<file path="src/rtl/wb_qpi_bridge.sv">
// wb_qpi_bridge: Wishbone B4 pipelined slave that issues word transfers on the
// QPI memory request interface. Word-addressed Wishbone accesses become byte
// addressed QPI requests; one request is buffered while another is in flight.
// Optional build macro: BURST_MERGE_EN - when defined, back-to-back sequential
// same-direction accesses continue the open QPI burst instead of reopening it.
module wb_qpi_bridge #(
  parameter int AW = 23,
  parameter int DW = 32
) (
  input  logic          clk,
  input  logic          rst,
  input  logic          i_wb_cyc,
  input  logic          i_wb_stb,
  input  logic          i_wb_we,
  input  logic [AW-1:0] i_wb_addr,
  input  logic [3:0]    i_wb_sel,
  input  logic [DW-1:0] i_wb_data,
  output logic          o_wb_stall,
  output logic          o_wb_ack,
  output logic [DW-1:0] o_wb_data,
  output logic          qpi_do_read,
  output logic          qpi_do_write,
  output logic [24:0]   qpi_addr,
  output logic [DW-1:0] qpi_wdata,
  input  logic [DW-1:0] qpi_rdata,
  input  logic          qpi_next_word,
  input  logic          qpi_is_idle
);

  typedef enum logic [1:0] {
    IDLE,
    XFER,
    FINISH
  } bridgeState_t;

  bridgeState_t r_state;
  bridgeState_t w_stateNext;

  logic          r_bufValid;
  logic          r_bufWe;
  logic [AW-1:0] r_bufAddr;
  logic [DW-1:0] r_bufData;
  logic          r_curWe;
  logic          r_abort;

  logic          w_accept;
  logic          w_popIdle;
  logic          w_continue;
  logic          w_endBurst;
  logic          w_wordDone;
  logic [AW+1:0] w_byteAddr;
  logic          w_unusedSel;

  // Full words are always written, so the byte selects carry no information.
  assign w_unusedSel = ^i_wb_sel;

  assign w_accept   = i_wb_cyc & i_wb_stb & ~r_bufValid;
  assign o_wb_stall = r_bufValid;
  assign w_byteAddr = {r_bufAddr, 2'b00};

`ifdef BURST_MERGE_EN
  localparam logic [AW-1:0] ADDR_ONE = AW'(1);

  logic [AW-1:0] r_curAddr;
  logic          w_canMerge;

  // A buffered request may extend the burst only if it is the very next word
  // in the same direction, the burst would not wrap, and the cycle is alive.
  assign w_canMerge = r_bufValid && (r_bufWe == r_curWe) &&
                      (r_bufAddr == r_curAddr + ADDR_ONE) &&
                      (r_curAddr != '1) && i_wb_cyc && !r_abort;

  // Track the word address of the word currently on the QPI bus.
  always_ff @(posedge clk) begin
    if (rst) begin
      r_curAddr <= '0;
    end else if (w_popIdle) begin
      r_curAddr <= r_bufAddr;
    end else if (w_continue) begin
      r_curAddr <= r_curAddr + ADDR_ONE;
    end
  end
`endif

  // State register.
  always_ff @(posedge clk) begin
    if (rst) begin
      r_state <= IDLE;
    end else begin
      r_state <= w_stateNext;
    end
  end

  // Next-state logic and the per-cycle control strobes for the datapath.
  always_comb begin
    w_stateNext = r_state;
    w_popIdle   = 1'b0;
    w_continue  = 1'b0;
    w_endBurst  = 1'b0;
    w_wordDone  = 1'b0;
    case (r_state)
      IDLE: begin
        if (r_bufValid && i_wb_cyc && qpi_is_idle) begin
          w_popIdle   = 1'b1;
          w_stateNext = XFER;
        end
      end
      XFER: begin
        if (qpi_next_word) begin
          w_wordDone = 1'b1;
`ifdef BURST_MERGE_EN
          if (w_canMerge) begin
            w_continue = 1'b1;
          end else begin
            w_endBurst  = 1'b1;
            w_stateNext = FINISH;
          end
`else
          w_endBurst  = 1'b1;
          w_stateNext = FINISH;
`endif
        end
      end
      FINISH: begin
        if (qpi_is_idle) begin
          w_stateNext = IDLE;
        end
      end
      default: begin
        w_stateNext = IDLE;
      end
    endcase
  end

  // Single-entry request buffer; dropping the cycle discards whatever it holds.
  always_ff @(posedge clk) begin
    if (rst) begin
      r_bufValid <= 1'b0;
      r_bufWe    <= 1'b0;
      r_bufAddr  <= '0;
      r_bufData  <= '0;
    end else if (!i_wb_cyc) begin
      r_bufValid <= 1'b0;
    end else if (w_accept) begin
      r_bufValid <= 1'b1;
      r_bufWe    <= i_wb_we;
      r_bufAddr  <= i_wb_addr;
      r_bufData  <= i_wb_data;
    end else if (w_popIdle || w_continue) begin
      r_bufValid <= 1'b0;
    end
  end

  // QPI request side: open a burst from the buffer, feed continuation words,
  // and remember whether the Wishbone master walked away mid-transfer.
  always_ff @(posedge clk) begin
    if (rst) begin
      qpi_do_read  <= 1'b0;
      qpi_do_write <= 1'b0;
      qpi_addr     <= '0;
      qpi_wdata    <= '0;
      r_curWe      <= 1'b0;
      r_abort      <= 1'b0;
    end else begin
      if (w_popIdle) begin
        qpi_addr     <= 25'(w_byteAddr);
        qpi_wdata    <= r_bufData;
        qpi_do_read  <= !r_bufWe;
        qpi_do_write <= r_bufWe;
        r_curWe      <= r_bufWe;
        r_abort      <= 1'b0;
      end else if ((r_state == XFER) && !i_wb_cyc) begin
        r_abort <= 1'b1;
      end
      if (w_continue) begin
        qpi_wdata <= r_bufData;
      end
      if (w_endBurst) begin
        qpi_do_read  <= 1'b0;
        qpi_do_write <= 1'b0;
      end
    end
  end

  // Wishbone response: one ack per completed word unless the cycle was abandoned.
  always_ff @(posedge clk) begin
    if (rst) begin
      o_wb_ack  <= 1'b0;
      o_wb_data <= '0;
    end else begin
      o_wb_ack <= w_wordDone && i_wb_cyc && !r_abort;
      if (w_wordDone && !r_curWe) begin
        o_wb_data <= qpi_rdata;
      end
    end
  end

endmodule

</file>
<file path="config.mk">
export PLATFORM = sky130hd
export DESIGN_NAME = wb_qpi_bridge
export DESIGN_NICKNAME = d
export VERILOG_FILES = /design/src/rtl/wb_qpi_bridge.sv
export SDC_FILE = /design/constraint.sdc
export NUM_CORES = 1
export LEC_CHECK = 0
export ABC_AREA = 1
export BUFFER_PORTS_ARGS = -buffer_cell sky130_fd_sc_hd__buf_2
export CELL_PAD_IN_SITES_DETAIL_PLACEMENT = 0
export CELL_PAD_IN_SITES_GLOBAL_PLACEMENT = 1
export CORE_MARGIN = 3
export CORE_UTILIZATION = 31
export CTS_CLUSTER_DIAMETER = 200
export DETAILED_ROUTE_END_ITERATION = 12
export GPL_ROUTABILITY_DRIVEN = 0
export PLACE_DENSITY_LB_ADDON = 0.1
export SLEW_MARGIN = 20
export SYNTH_ARGS = -nofsm -noshare
export SYNTH_HDL_FRONTEND = slang
export SYNTH_SLANG_ARGS = --single-unit
</file>
<file path="constraint.sdc">
create_clock -name clk -period 1.2 [get_ports clk]
set_input_delay 0.24 -clock clk [delete_from_list [all_inputs] [get_ports clk]]
set_output_delay 0.24 -clock clk [all_outputs]
set_load 0.005 [all_outputs]
</file>
=== Word-level counts from Yosys, hierarchy flattened ===
Index checks and enable logic that the tools add are counted.

* Equal/unequal tests: 5
* Mux-type cells: 10
* Bitwise logic cells: 4
* Reductions and logical operators: 17

{| class="wikitable"
|+ Operators by type and width
! operator !! number
|-
| 1-bit logical AND || 6
|-
| 1-bit 2-to-1 mux || 6
|-
| 2-bit 2-to-1 mux || 3
|-
| 2-bit != test (second input constant) || 3
|-
| 2-bit one-hot mux with 3 select lines || 1
|-
| 2-bit OR reduction || 3
|-
| 1-bit logical NOT || 4
|-
| 3-bit AND reduction || 1
|-
| 1-bit bitwise AND || 2
|-
| 2-bit by 1-bit equality test with 1-bit output (second input constant) || 1
|-
| 2-bit equality test (second input constant) || 1
|-
| 2-bit logical NOT || 1
|-
| 1-bit inverter || 2
|-
| 2-bit AND reduction || 1
|-
| 2-bit nonzero test || 1
|}

* Bits in registers: 151
* Bits of input ports: 98
* Output and inout bits: 93
* Logic and storage cells: 49

=== Logic depth before layout (Yosys ltp) ===
* Depth after elaboration: 6
* Depth in mapped cells: 8
* Gate-level depth less buffers: 6

=== Worst setup path before layout ===
Ideal clock, no wire load.

* Kind: reg-to-reg
* From: reg r_bufValid (netlist: o_wb_stall)
* To: reg qpi_addr[22]
* Setup time: 0.113 ns
* Arrival: 1.042 ns
* Slack: 0.045 ns
* Stages on the path, launching flop included: 8
* Path through: dfxtp_1 > nand3_1 > nor2_2 > buf_4 > buf_4 > nand2_1 > nand2_1 > nor2_1

* Cells in the longest elaborated chain, start to end: 4

{| class="wikitable"
|+ RTL lines
! item !! RTL line !! RTL
|-
| start, declared || 39 || <nowiki>logic r_bufValid;</nowiki>
|-
| start signal, assigned || 138 || <nowiki>r_bufValid <= 1'b0;</nowiki>
|-
| start signal, assigned || 143 || <nowiki>r_bufValid <= 1'b0;</nowiki>
|-
| start signal, assigned || 145 || <nowiki>r_bufValid <= 1'b1;</nowiki>
|-
| 1-bit logical AND (2 in a row) || 103 || <nowiki>if (r_bufValid && i_wb_cyc && qpi_is_idle) begin</nowiki>
|-
| 1-bit 2-to-1 mux || 103 ||
|-
| 1-bit 2-to-1 mux || 101 || <nowiki>case (r_state)</nowiki>
|-
| end signal, assigned || 166 || <nowiki>qpi_addr <= 25'(w_byteAddr);</nowiki>
|-
| end, declared || 23 || <nowiki>output logic [24:0] qpi_addr,</nowiki>
|}

No other way between the ends.
A chain may end at the register's enable or synchronous reset.

=== Worst setup path after layout ===
* From: reg r_state[0]
* To: reg qpi_addr[17]

* Cells in the longest elaborated chain, start to end: 2

{| class="wikitable"
|+ RTL lines
! item !! RTL line !! RTL
|-
| start, declared || 36 || <nowiki>bridgeState_t r_state;</nowiki>
|-
| start signal, assigned || 90 || <nowiki>r_state <= w_stateNext;</nowiki>
|-
| 2-bit logical NOT || 101 ||
|-
| 1-bit 2-to-1 mux || 101 ||
|}

No other way between the ends.

==> results by group <==
Timing
  – Final setup margin: -0.02621 ns
  – Tcrit/Tclk final: 1.022
  – Final hold violations: 0
  – RSZ-0062 raised after global routing: true
  – Fin crit period: 1.226 ns
  – Slew Viols, Final: 0
  – Setup TNS: -0.1178 ns
  – Final setup vio count: 16
  – Fin Clk Skew: 0.01126 ns
  – Fmax achieved: between 800 and 900 MHz

GRT
  – Largest net degree at the start of global routing: 57
  – Initial antenna violation count: 0
  – First-pass GRT wire length: 26380 µm
  – Total gr overflow: 0
  – Number of global-route vias before repair: 5060
  – Total Routing Usage GR: 0.1622

Synth
  – Async S/R FF share, synth: 0
  – Register bit total from synthesis: between 150 and 200
  – Dominant cell type by area after synthesis: dfxtp_1
  – Mapped Cells: 852
  – Mapped Avg Cell Area: 6.933 µm²
  – Ys Warns: 0
  – Post-synth EDFFs: 0
  – Synth unique cells: 16
  – Post-synthesis sequential area ratio: 0.5118
  – Synth area leaders: dfxtp_1 (51%), nor2_1 (18%), nand2_1 (9.8%), inv_1 (6.2%), o21ai_0 (4.2%)
  – Leading cell types by count after synthesis: nor2_1 (291), nand2_1 (154), dfxtp_1 (151)
  – Mapped Area: 5907 µm²
  – Yosys top cell area share: 0.5118
  – Count leader, synth: nor2_1
  – Ys flop type: dfxtp_1

CTS
  – Clock transition at path regs: 0.07 ns
  – # clock sinks: 151
  – CTS H-tree lvls: 4
  – Clock root cell: clkbuf_16
  – Maximum clock path buffer count: 2
  – Clock latency on the worst-skew pair: 0.42 ns
  – CTS tree: yes
  – CTS Buf Count: 17

Route
  – Drt wl/cell: 14.45 µm
  – Vias: 5607
  – Post-Route WL: roughly 19000 µm
  – First-pass iteration count of the detailed router: 4
  – 1st-iter DRT viols: 210
  – # DRC: 0
  – Via density: 4.350
  – Final ANT Viol Nets: 0

Floorplanning
  – Die height: 144.0 µm
  – Row count: slightly below 50
  – Core Footprint: 18330 µm²
  – Die W: roughly 140 µm
  – # IOs: 191
  – Initial core utilization: 0.3222
  – Die ar.: 20750 µm²

Pwr
  – Logic gate share of total power: 0.088
  – Pwr/cell area: 1386 nW/µm²
  – NetSw: 2967 µW
  – Clock share of power: 0.456
  – LEAKAGE: 0.004060 µW
  – Seq pwr share: 0.456
  – Sw frac: 0.2559
  – Max VDD drop: 0.9739 mV
  – Internal Power: between 8000 and 9000 µW

Placement
  – DP HPWL: 10280 µm
  – IO Port Bufs: 184

Final layout
  – Final net count: 1145
  – # diodes: 0
  – Fillcell total: ~2000
  – Area Overhead vs Synth: 41.66%
  – Ratio of cells with drive above 1 in the final layout: 0.2943
  – Final core utilization: 0.4565

Worst setup path
  – Max Fanout on Critical Path: 7
  – Reg2reg path depth: 8
  – Worst Setup Start Kind: flip-flop
  – Crit. End Element: flip-flop
  – WP data arrival: between 1.5 and 2 ns
  – WS Path Type: reg -> reg
  – Worst path required time: ~1.5 ns

Status
  – Status: complete, but fails checks
  – Failing checks: negative setup slack

Job
  – Max-Cap Viols: 0

Worst hold path
  – Min-Delay Path Class: in -> reg
  – WHS Path Cells: 3
==> power groups by stage <==
stage	sequential [µW]	clock (µW)	combinational, µW
floorplan	5390	0	507
global placement	5400	0	907
detailed placement	5400	0	905
CTS	5290	5420	947
global route	5310	5670	1160
finish	5290	5290	1020
==> worst paths after layout <==
check,startpoint,to,slack [ns]
worst max register to register,r_state[0],qpi_addr[17],-0.03
worst max-delay path,r_state[0],qpi_addr[17],-0.03
worst min register to register,r_abort,o_wb_ack,0.43
worst min-delay path,i_wb_addr[6],r_bufAddr[6],0.04
==> layer usage <==
| metal | part of all wire | vias up | GRT usage |
|---|---|---|---|
| met4 | 0.0089 | 0 | 0.05055 |
| met5 | 0 | - | 0 |
| met1 | 0.48 | 2490 | 0.2082 |
| met3 | 0.055 | 13 | 0.04563 |
| li1 | - | 2968 | - |
| met2 | 0.46 | 136 | 0.2653 |
==> registers in the layout, indices dropped and copies added, names as in the netlist <==
signal	count
qpi_addr	23
r_bufWe	1
r_state	2
r_bufData	32
r_abort	1
o_wb_ack	1
qpi_wdata	32
qpi_do_read	1
qpi_do_write	1
o_wb_data	32
o_wb_stall	1
r_curWe	1
r_bufAddr	23
==> timing repair <==
| action | 4_1_cts | 5_1_grt |
|---|---|---|
| setup endpoints to repair | 57 | 124 |
| resized for setup | 13 | 55 |
| pin swaps | 1 | 16 |
| hold buffers | 0 | 0 |
| gates cloned | 4 | 11 |
| setup buffers | 3 | 5 |
==> placed cells by master (no fill, tap or decap), drive strengths merged <==
cell type  count
o21ai         56
bufinv         1
inv          103
a21oi          5
clkinvlp       3
nor3           2
clkbuf        26
nand4         32
nand3          4
dfxtp        151
conb           2
nand2        154
buf          222
clkinv         4
nor2         295
==> worst max-delay path, stage by stage (launching register included) <==
cell and delay [ns]:
dfxtp_2 0.34, inv_4 0.07, nand2_2 0.06, nor2_4 0.12
buf_12 0.19, clkbuf_16 0.19, nand2_1 0.06, nand2_1 0.05
nor2_1 0.04
==> logic make-up after synthesis <==
logic type      count (synthesis)  synth area share
other cells                     1         0.0006348
buf+inv                       152            0.1099
flops                         151            0.5118
compound gates                 61           0.05168
simple gates                  487            0.3260
==> final cells by class <==
class	instances	area, µm²	area share
well taps	229	286.5	0.03424
clock buffers	18	439.2	0.05248
repair buffers	230	1708	0.2041
flip-flops and latches	151	3030	0.3621
inverters	97	369.1	0.04411
multi-input cells	550	2394	0.2860
clock inverters	14	141.4	0.01690
==> per-stage QoR <==
| step | power (µW) | cells | setup slack, ns | hold slack, ns | area, µm² |
|---|---|---|---|---|---|
| finish | 11600 | 1289 | -0.02621 | 0.03647 | 8368 |
| CTS | 11660 | 1273 | -0.03543 | 0.01511 | 7919 |
| global placement | 6303 | 1234 | -0.06709 | 0.4157 | 7156 |
| global route | 12140 | 1289 | -0.08944 | 0.01744 | 8368 |
| detailed placement | 6304 | 1234 | -0.06548 | 0.4226 | 7156 |
| floorplan | 5900 | 853 | 0.04530 | 0.3091 | 5911 |
Note: power is estimated with default switching activity, not from simulation.
